$ cat src/rtl/input_conditioner.sv
`default_nettype none
// ============================================================================
// Module      : input_conditioner_sync
// Description : Plain two-flop synchronizer for a bus of independent
//               asynchronous bits. Deliberately not reset: its contents are
//               don't-care for two cycles after power-up or reset.
// Ports       : clk - system clock
//               i_d - asynchronous input bus
//               o_q - synchronized output bus (second flop)
// Revision    : 1.0 - initial release
// ============================================================================
module input_conditioner_sync #(
  parameter int WIDTH = 4
) (
  input  logic             clk,
  input  logic [WIDTH-1:0] i_d,
  output logic [WIDTH-1:0] o_q
);

  logic [WIDTH-1:0] r_q1;
  logic [WIDTH-1:0] r_q2;

  always_ff @(posedge clk) begin
    r_q1 <= i_d;
    r_q2 <= r_q1;
  end

  assign o_q = r_q2;

endmodule

// ============================================================================
// Module      : input_conditioner
// Description : Conditions raw arcade player inputs. Each channel is
//               synchronized, optionally inverted to active-high, and then
//               debounced by a two-state machine counting prescaled ticks.
//               Emits debounced levels plus one-cycle rise/fall strobes.
// Ports       : clk   - system clock
//               reset - synchronous, active-high reset
//               in    - raw asynchronous inputs (WIDTH)
//               level - debounced active-high level per channel
//               rise  - one-cycle strobe when level goes 0->1
//               fall  - one-cycle strobe when level goes 1->0
//               tick  - prescaler tick, one cycle every PRESCALE cycles
// Revision    : 1.0 - initial release
// ============================================================================
module input_conditioner #(
  parameter int WIDTH          = 4,
  parameter int PRESCALE       = 1000,
  parameter int DEBOUNCE_TICKS = 4,
  parameter int ACTIVE_LOW     = 1
) (
  input  logic             clk,
  input  logic             reset,
  input  logic [WIDTH-1:0] in,
  output logic [WIDTH-1:0] level,
  output logic [WIDTH-1:0] rise,
  output logic [WIDTH-1:0] fall,
  output logic             tick
);

  // A one-cycle prescaler still needs a 1-bit counter to be legal.
  localparam int            c_PW       = (PRESCALE > 1) ? $clog2(PRESCALE) : 1;
  localparam int            c_CW       = $clog2(DEBOUNCE_TICKS + 1);
  localparam logic [c_PW-1:0] c_PMAX   = c_PW'(PRESCALE - 1);
  localparam logic [c_CW-1:0] c_CNT_LAST = c_CW'(DEBOUNCE_TICKS - 1);
  localparam logic          c_INV      = (ACTIVE_LOW != 0);

  localparam logic          c_STABLE   = 1'b0;
  localparam logic          c_PENDING  = 1'b1;

  logic [WIDTH-1:0] w_q2;
  logic [WIDTH-1:0] w_sync;

  input_conditioner_sync #(
    .WIDTH (WIDTH)
  ) u_sync (
    .clk (clk),
    .i_d (in),
    .o_q (w_q2)
  );

  assign w_sync = w_q2 ^ {WIDTH{c_INV}};

  // --------------------------------------------------------------------------
  // Prescaler. The tick is registered from the next count value so that it
  // is high exactly in the cycle where the count sits at PRESCALE-1, while
  // still reading zero in the cycle right after a reset edge.
  // --------------------------------------------------------------------------
  logic [c_PW-1:0] r_pcnt;
  logic [c_PW-1:0] w_pcnt_nxt;
  logic            r_tick;

  assign w_pcnt_nxt = (r_pcnt == c_PMAX) ? '0 : r_pcnt + c_PW'(1);

  always_ff @(posedge clk) begin
    if (reset) begin
      r_pcnt <= '0;
      r_tick <= 1'b0;
    end else begin
      r_pcnt <= w_pcnt_nxt;
      r_tick <= (w_pcnt_nxt == c_PMAX);
    end
  end

  assign tick = r_tick;

  // --------------------------------------------------------------------------
  // Per-channel debounce machines.
  // --------------------------------------------------------------------------
  for (genvar i = 0; i < WIDTH; i++) begin : g_ch
    logic            r_state;
    logic            w_state_nxt;
    logic [c_CW-1:0] r_cnt;
    logic [c_CW-1:0] w_cnt_nxt;
    logic            r_lvl;
    logic            r_rise;
    logic            r_fall;
    logic            w_diff;
    logic            w_accept;
    logic            w_lvl_nxt;
    logic            w_rise_nxt;
    logic            w_fall_nxt;

    assign w_diff = w_sync[i] ^ r_lvl;

    // State register
    always_ff @(posedge clk) begin
      if (reset) begin
        r_state <= c_STABLE;
        r_cnt   <= '0;
        r_lvl   <= 1'b0;
        r_rise  <= 1'b0;
        r_fall  <= 1'b0;
      end else begin
        r_state <= w_state_nxt;
        r_cnt   <= w_cnt_nxt;
        r_lvl   <= w_lvl_nxt;
        r_rise  <= w_rise_nxt;
        r_fall  <= w_fall_nxt;
      end
    end

    // Next-state logic. A glitch back to the current level wins over a
    // coincident tick; the entry cycle into PENDING never counts a tick.
    always_comb begin
      w_state_nxt = r_state;
      w_cnt_nxt   = r_cnt;
      w_accept    = 1'b0;
      case (r_state)
        c_STABLE: begin
          w_cnt_nxt = '0;
          if (w_diff) begin
            w_state_nxt = c_PENDING;
          end
        end
        c_PENDING: begin
          if (!w_diff) begin
            w_state_nxt = c_STABLE;
            w_cnt_nxt   = '0;
          end else if (r_tick) begin
            if (r_cnt == c_CNT_LAST) begin
              w_accept    = 1'b1;
              w_state_nxt = c_STABLE;
              w_cnt_nxt   = '0;
            end else begin
              w_cnt_nxt = r_cnt + c_CW'(1);
            end
          end
        end
      endcase
    end

    // Output logic: the accepted change flips the level and fires the
    // strobe matching its direction.
    always_comb begin
      w_lvl_nxt  = r_lvl ^ w_accept;
      w_rise_nxt = w_accept & ~r_lvl;
      w_fall_nxt = w_accept & r_lvl;
    end

    assign level[i] = r_lvl;
    assign rise[i]  = r_rise;
    assign fall[i]  = r_fall;
  end

endmodule
`default_nettype wire

$ cat config.mk
export PLATFORM = sky130hd
export DESIGN_NAME = input_conditioner
export DESIGN_NICKNAME = d
export VERILOG_FILES = /design/src/rtl/input_conditioner.sv
export SDC_FILE = /design/constraint.sdc
export NUM_CORES = 1
export LEC_CHECK = 0
export BUFFER_PORTS_ARGS = -buffer_cell sky130_fd_sc_hd__buf_2
export CORE_MARGIN = 4
export CORE_UTILIZATION = 62
export DETAILED_ROUTE_END_ITERATION = 8
export PLACE_DENSITY = 0.83
export SYNTH_ARGS = -nofsm -noshare
export SYNTH_HDL_FRONTEND = slang
export SYNTH_SLANG_ARGS = --single-unit
$ cat constraint.sdc
create_clock -name clk -period 2.3 [get_ports clk]
set_input_delay 0.345 -clock clk [delete_from_list [all_inputs] [get_ports clk]]
set_output_delay 0.345 -clock clk [all_outputs]
set_load 0.01 [all_outputs]
# Yosys cells after proc, flatten, opt, wreduce, memory -nomap -nowiden
# Index checks and enable logic that the tools add are counted.
word_totals:
  reg_bits: 47
  input_bits: 6
  out_inout_bits: 13
op_classes:
  n_addsub: 5
  n_eq_ne: 10
  mux: 53
  bitwise: 25
op_table:
  columns: ["operator", "n"]
  rows:
  - ["$mux 3", 12]
  - ["$mux 1", 32]
  - ["$pmux 3 s2", 4]
  - ["$eq 10x10->1 const B", 2]
  - ["$add 3x1->3 const B", 4]
  - ["$eq 3x2->1 const B", 4]
  - ["$ne 3x3->1 const B", 4]
  - ["$add 10x1->10 const B", 1]
  - ["$mux 10", 1]
  - ["$and 1x1->1", 8]
  - ["$not 1->1", 8]
  - ["$pmux 1 s2", 4]
  - ["$xor 1x1->1", 8]
  - ["$not 4->4", 1]

# Longest topological paths before layout
depth:
  ltp_word: 6
  ltp_mapped: 6
  ltp_nobuf: 6

# By module
# A second synthesis with hierarchy kept.
hier_totals:
  cells_unflattened: 206
  area_unflattened_um2: 1946.9
modules_own_cells:
  columns: ["mod", "instances", "cells_per_inst", "area_per_inst_um2"]
  rows:
  - ["input_conditioner", 1, 198, 1786.7]
  - ["input_conditioner_sync", 1, 8, 160.2]

# Least setup slack after synthesis
# OpenSTA, ideal clock, no wires.
synth_timing:
  kind: "register to register"
  start: "register r_pcnt[0]"
  end: "register r_tick (netlist: tick)"
  setup_ps: 87
  t_arrival_ps: 1448
  slack_ps: 765
  path_stages_with_launch: 6
  path_buffers: 0
  period_less_slack_ps: 1535
  path_cell_list: "dfxtp_1 > ha_1 > nand2_2 > or3_1 > nor2b_4 > nor4b_4"
synth_via:
  elab_chain_cells: 3
  elab_cells_between_ends: 4
synth_rtl:
  columns: ["element", "line", "text"]
  rows:
  - ["start: declaration", "90", "logic [c_PW-1:0] r_pcnt;"]
  - ["start signal: assignment", "101", "r_pcnt <= w_pcnt_nxt;"]
  - ["$add 10x1->10 / $eq 10x10->1 (equally long branches)", "94", "assign w_pcnt_nxt = (r_pcnt == c_PMAX) ? '0 : r_pcnt + c_PW'(1);"]
  - ["$mux 10 (*)", "94", null]
  - ["$eq 10x10->1 (*)", "102", "r_tick <= (w_pcnt_nxt == c_PMAX);"]
  - ["end signal: assignment", "102", null]
  - ["end: declaration", "92", "logic r_tick;"]
# Mark *: on every way between the ends. The rest lies on a longest branch, timed or not.
# A chain may end at the register's enable or synchronous reset.

# Final worst setup path
# Ends and elaborated chain as after synthesis.

==> results.md <==
- Status: complete, no violations
- Initial antenna violation count: 0
- Post-DP HPWL: 2.42 mm
- Row count: 20
- Setup slack, reg-to-reg: 0.62 ns
- Number of global-route vias before repair: 1389
- Core ar.: 0.00308 mm^2
- Slowest cell on the critical path: dfxtp_1
- Number of flops mapped to enable cells by yosys: 0
- Detailed Route Iter0 Violations: 40
- Post-route cell area: 0.00213 mm^2
- Num CTS Buffers: 5
- Max-Cap Viols: 0
- H-Tree Depth: 2
- Starting Density: 65.6%
- Endpoint class of the critical path: flip-flop
- Critical path class: reg2reg
- Worst Tran Pin Value: 0.477 ns
- Post-synth top area share: 46.6%
- Placed Cells: 254
- Fin crit period: 1.68 ns
- Area Overhead vs Synth: 5.33%
- Total grt overflow: 0
- Required @ worst endpoint: 2.54 ns
- Wirelength, routed: 3.16 mm
- Clk_lat worst skew: 0.35 ns
- Area contributors post-synth: dfxtp_1 47%, ha_1 8.7%, buf_4 4.5%
- First-pass GRT wire length: 5.71 mm
- Post-Place Worst Slack: 0.626 ns
- Hold Startpoint: in[2]
- GRT Total Usage: 17.6%
- Clock sinks: 47
- Initial DRT Pass Iterations: 4
- Final period utilization: 73.0%
- Setup crit end: tick
- TritonCTS clock tree: yes
- Final Setup Violations: 0
- Antenna Nets Post-Route: 0
- # Post-CTS Setup Buffers: 0
- Worst reg2reg path endpoint: tick
- Crit-path cells: ha_1 > nand4b_1 > o221a_1 > a211o_1 > nand4_1 > nor4b_4
- Clk root buf: clkbuf_4
- Synth Net Count: 228
- Crit path max fanout: 6
- Routed vias: 1341
- Syn. warnings: 0
- Hold WC Path Type: in2reg
- Synth Instances: 208
- Maximum clock frequency: 0.596 GHz
- Top FF cell, synth: dfxtp_1
- Worst slew margin: 67.9%
- Diodes inserted: 0
- Die ar.: 0.00423 mm^2
- Final core occ: 69.1%
- DP Area: 0.00206 mm^2
- Avg WL per Cell: 12.1 um
- Most frequent cell after synthesis: dfxtp_1
- Hold Slack: 0.0878 ns
- Pin count of the biggest net entering global routing: 24
- Synth cell types: 39
- Final hold violation count: 0
- VDD IR-drop max: 0.714 mV
- Chip height: 65.1 um
- Synth area leader: dfxtp_1
- Total chip power: 1.33 mW
- DR DRC count: 0
- Static leakage: 0.874 nW
- Via density: 5.14
- Bufs on Longest Clock Path: 2
- Syn avg cell area: 9.71 um^2
- Critical path origin: r_pcnt[0]
- Worst Reg-to-Reg Cells: 6
- Number of hold buffers added after cts: 0
- Setup TNS: 0 ns
- Cell area after synthesis: 0.00202 mm^2
- Post-route setup slack: 0.622 ns
- Layout Nets: 237
- Unrepaired setup endpoints after global routing: no
- Post-synthesis sequential area ratio: 46.6%
- Worst clock skew: 0.0121 ns
- Commonest cells post-synth: 47 x dfxtp_1, 23 x nor2_1, 15 x nand2_1
- Pwr/cell area: 626 mW/mm^2
- Chip width: 65.1 um
- Startpoint types: flip-flop
- Routability cong.: 0.926
- Fin cells: 261
- Slowest stage delay, CP: 0.42 ns
- Fraction of layout cells with a size suffix above 1: 17.1%
- Worst reg2reg startpoint: r_pcnt[0]
- Asr flop ratio synth: 0%
- Post-CTS resize count: 0
- Clock transition at the registers of the reported paths: 0.12 ns
- Slew Limit Fails: 0
- Data arrival, critical path: 1.91 ns
- Port-buffer cells: 18
- Num ports: 19
- Flops & latches, synth: 47
[flip-flops by register name, summed over array words and instances, names as in the netlist]
register      count
g_ch.r_cnt       12
g_ch.r_fall       4
g_ch.r_lvl        4
g_ch.r_rise       4
g_ch.r_state      4
r_pcnt           10
tick              1
u_sync.o_q        4
u_sync.r_q1       4
[report_power, final]
part           internal (mW)  leakage, nW  switching, mW
Clock                  0.224       0.0383          0.232
Sequential             0.829        0.383        0.00959
Combinational         0.0142        0.452         0.0213
Total                   1.07        0.874          0.263
[cell usage in the layout (no fill, tap or decap), types with 2 or more instances in the layout]
master,count
xnor2_1,2
nor3_1,5
dfxtp_1,47
xor2_1,6
nor2b_1,8
a211o_1,2
or3_1,3
clkbuf_4,5
and2_1,3
a21oi_1,8
nand2_1,15
o21ai_1,2
mux2_2,3
nand3_1,7
nand2b_1,10
ha_1,14
buf_2,18
inv_1,9
nor2_1,23
nand4b_1,3
nor4_1,4
[critical path, delay by kind of cell, from the launching register on]
kind	cells	cell delay [ns]
and+or+nand+nor	3	0.35
adders and majority gates	1	0.28
AOI/OAI and AO/OA	2	0.55
DFF	1	0.42
[per-layer routing]
| metal | GRT usage, % | up-vias | wire, um |
|---|---|---|---|
| li1 | - | 699 | - |
| met1 | 16.7 | 623 | 1260 |
| met2 | 35.1 | 14 | 1770 |
| met3 | 4.16 | 5 | 91 |
| met4 | 7.51 | 0 | 45 |
| met5 | 0 | - | 0 |
[cell families after synthesis]
kind of cell,after synthesis,synth area share (%)
simple gates,93,26.3
flops,47,46.6
buf+inv,26,7.43
compound gates,17,5.89
fa+ha+maj,14,8.67
xor+xnor,8,3.47
mux,3,1.67
[how the worst min path moves through the flow]
stage / end / slack, ns / cells past startpoint
floorplan: u_sync.o_q[0] / 0.31 / 0
global placement: u_sync.o_q[3] / 0.31 / 0
detailed placement: u_sync.o_q[0] / 0.31 / 0
CTS: u_sync.r_q1[0] / 0.08 / 1
global route: u_sync.r_q1[2] / 0.06 / 1
finish: u_sync.r_q1[2] / 0.09 / 1
[layout make-up]
| class | count | area, um^2 |
|---|---|---|
| clock buffer | 6 | 41.3 |
| clock inverter | 1 | 30.0 |
| fill | 248 | 951 |
| inverter | 9 | 33.8 |
| multi-input combinational | 135 | 928 |
| sequential | 47 | 941 |
| tap | 44 | 55.1 |
| timing repair buffer | 19 | 97.6 |
Note: power is estimated with default switching activity, not from simulation.
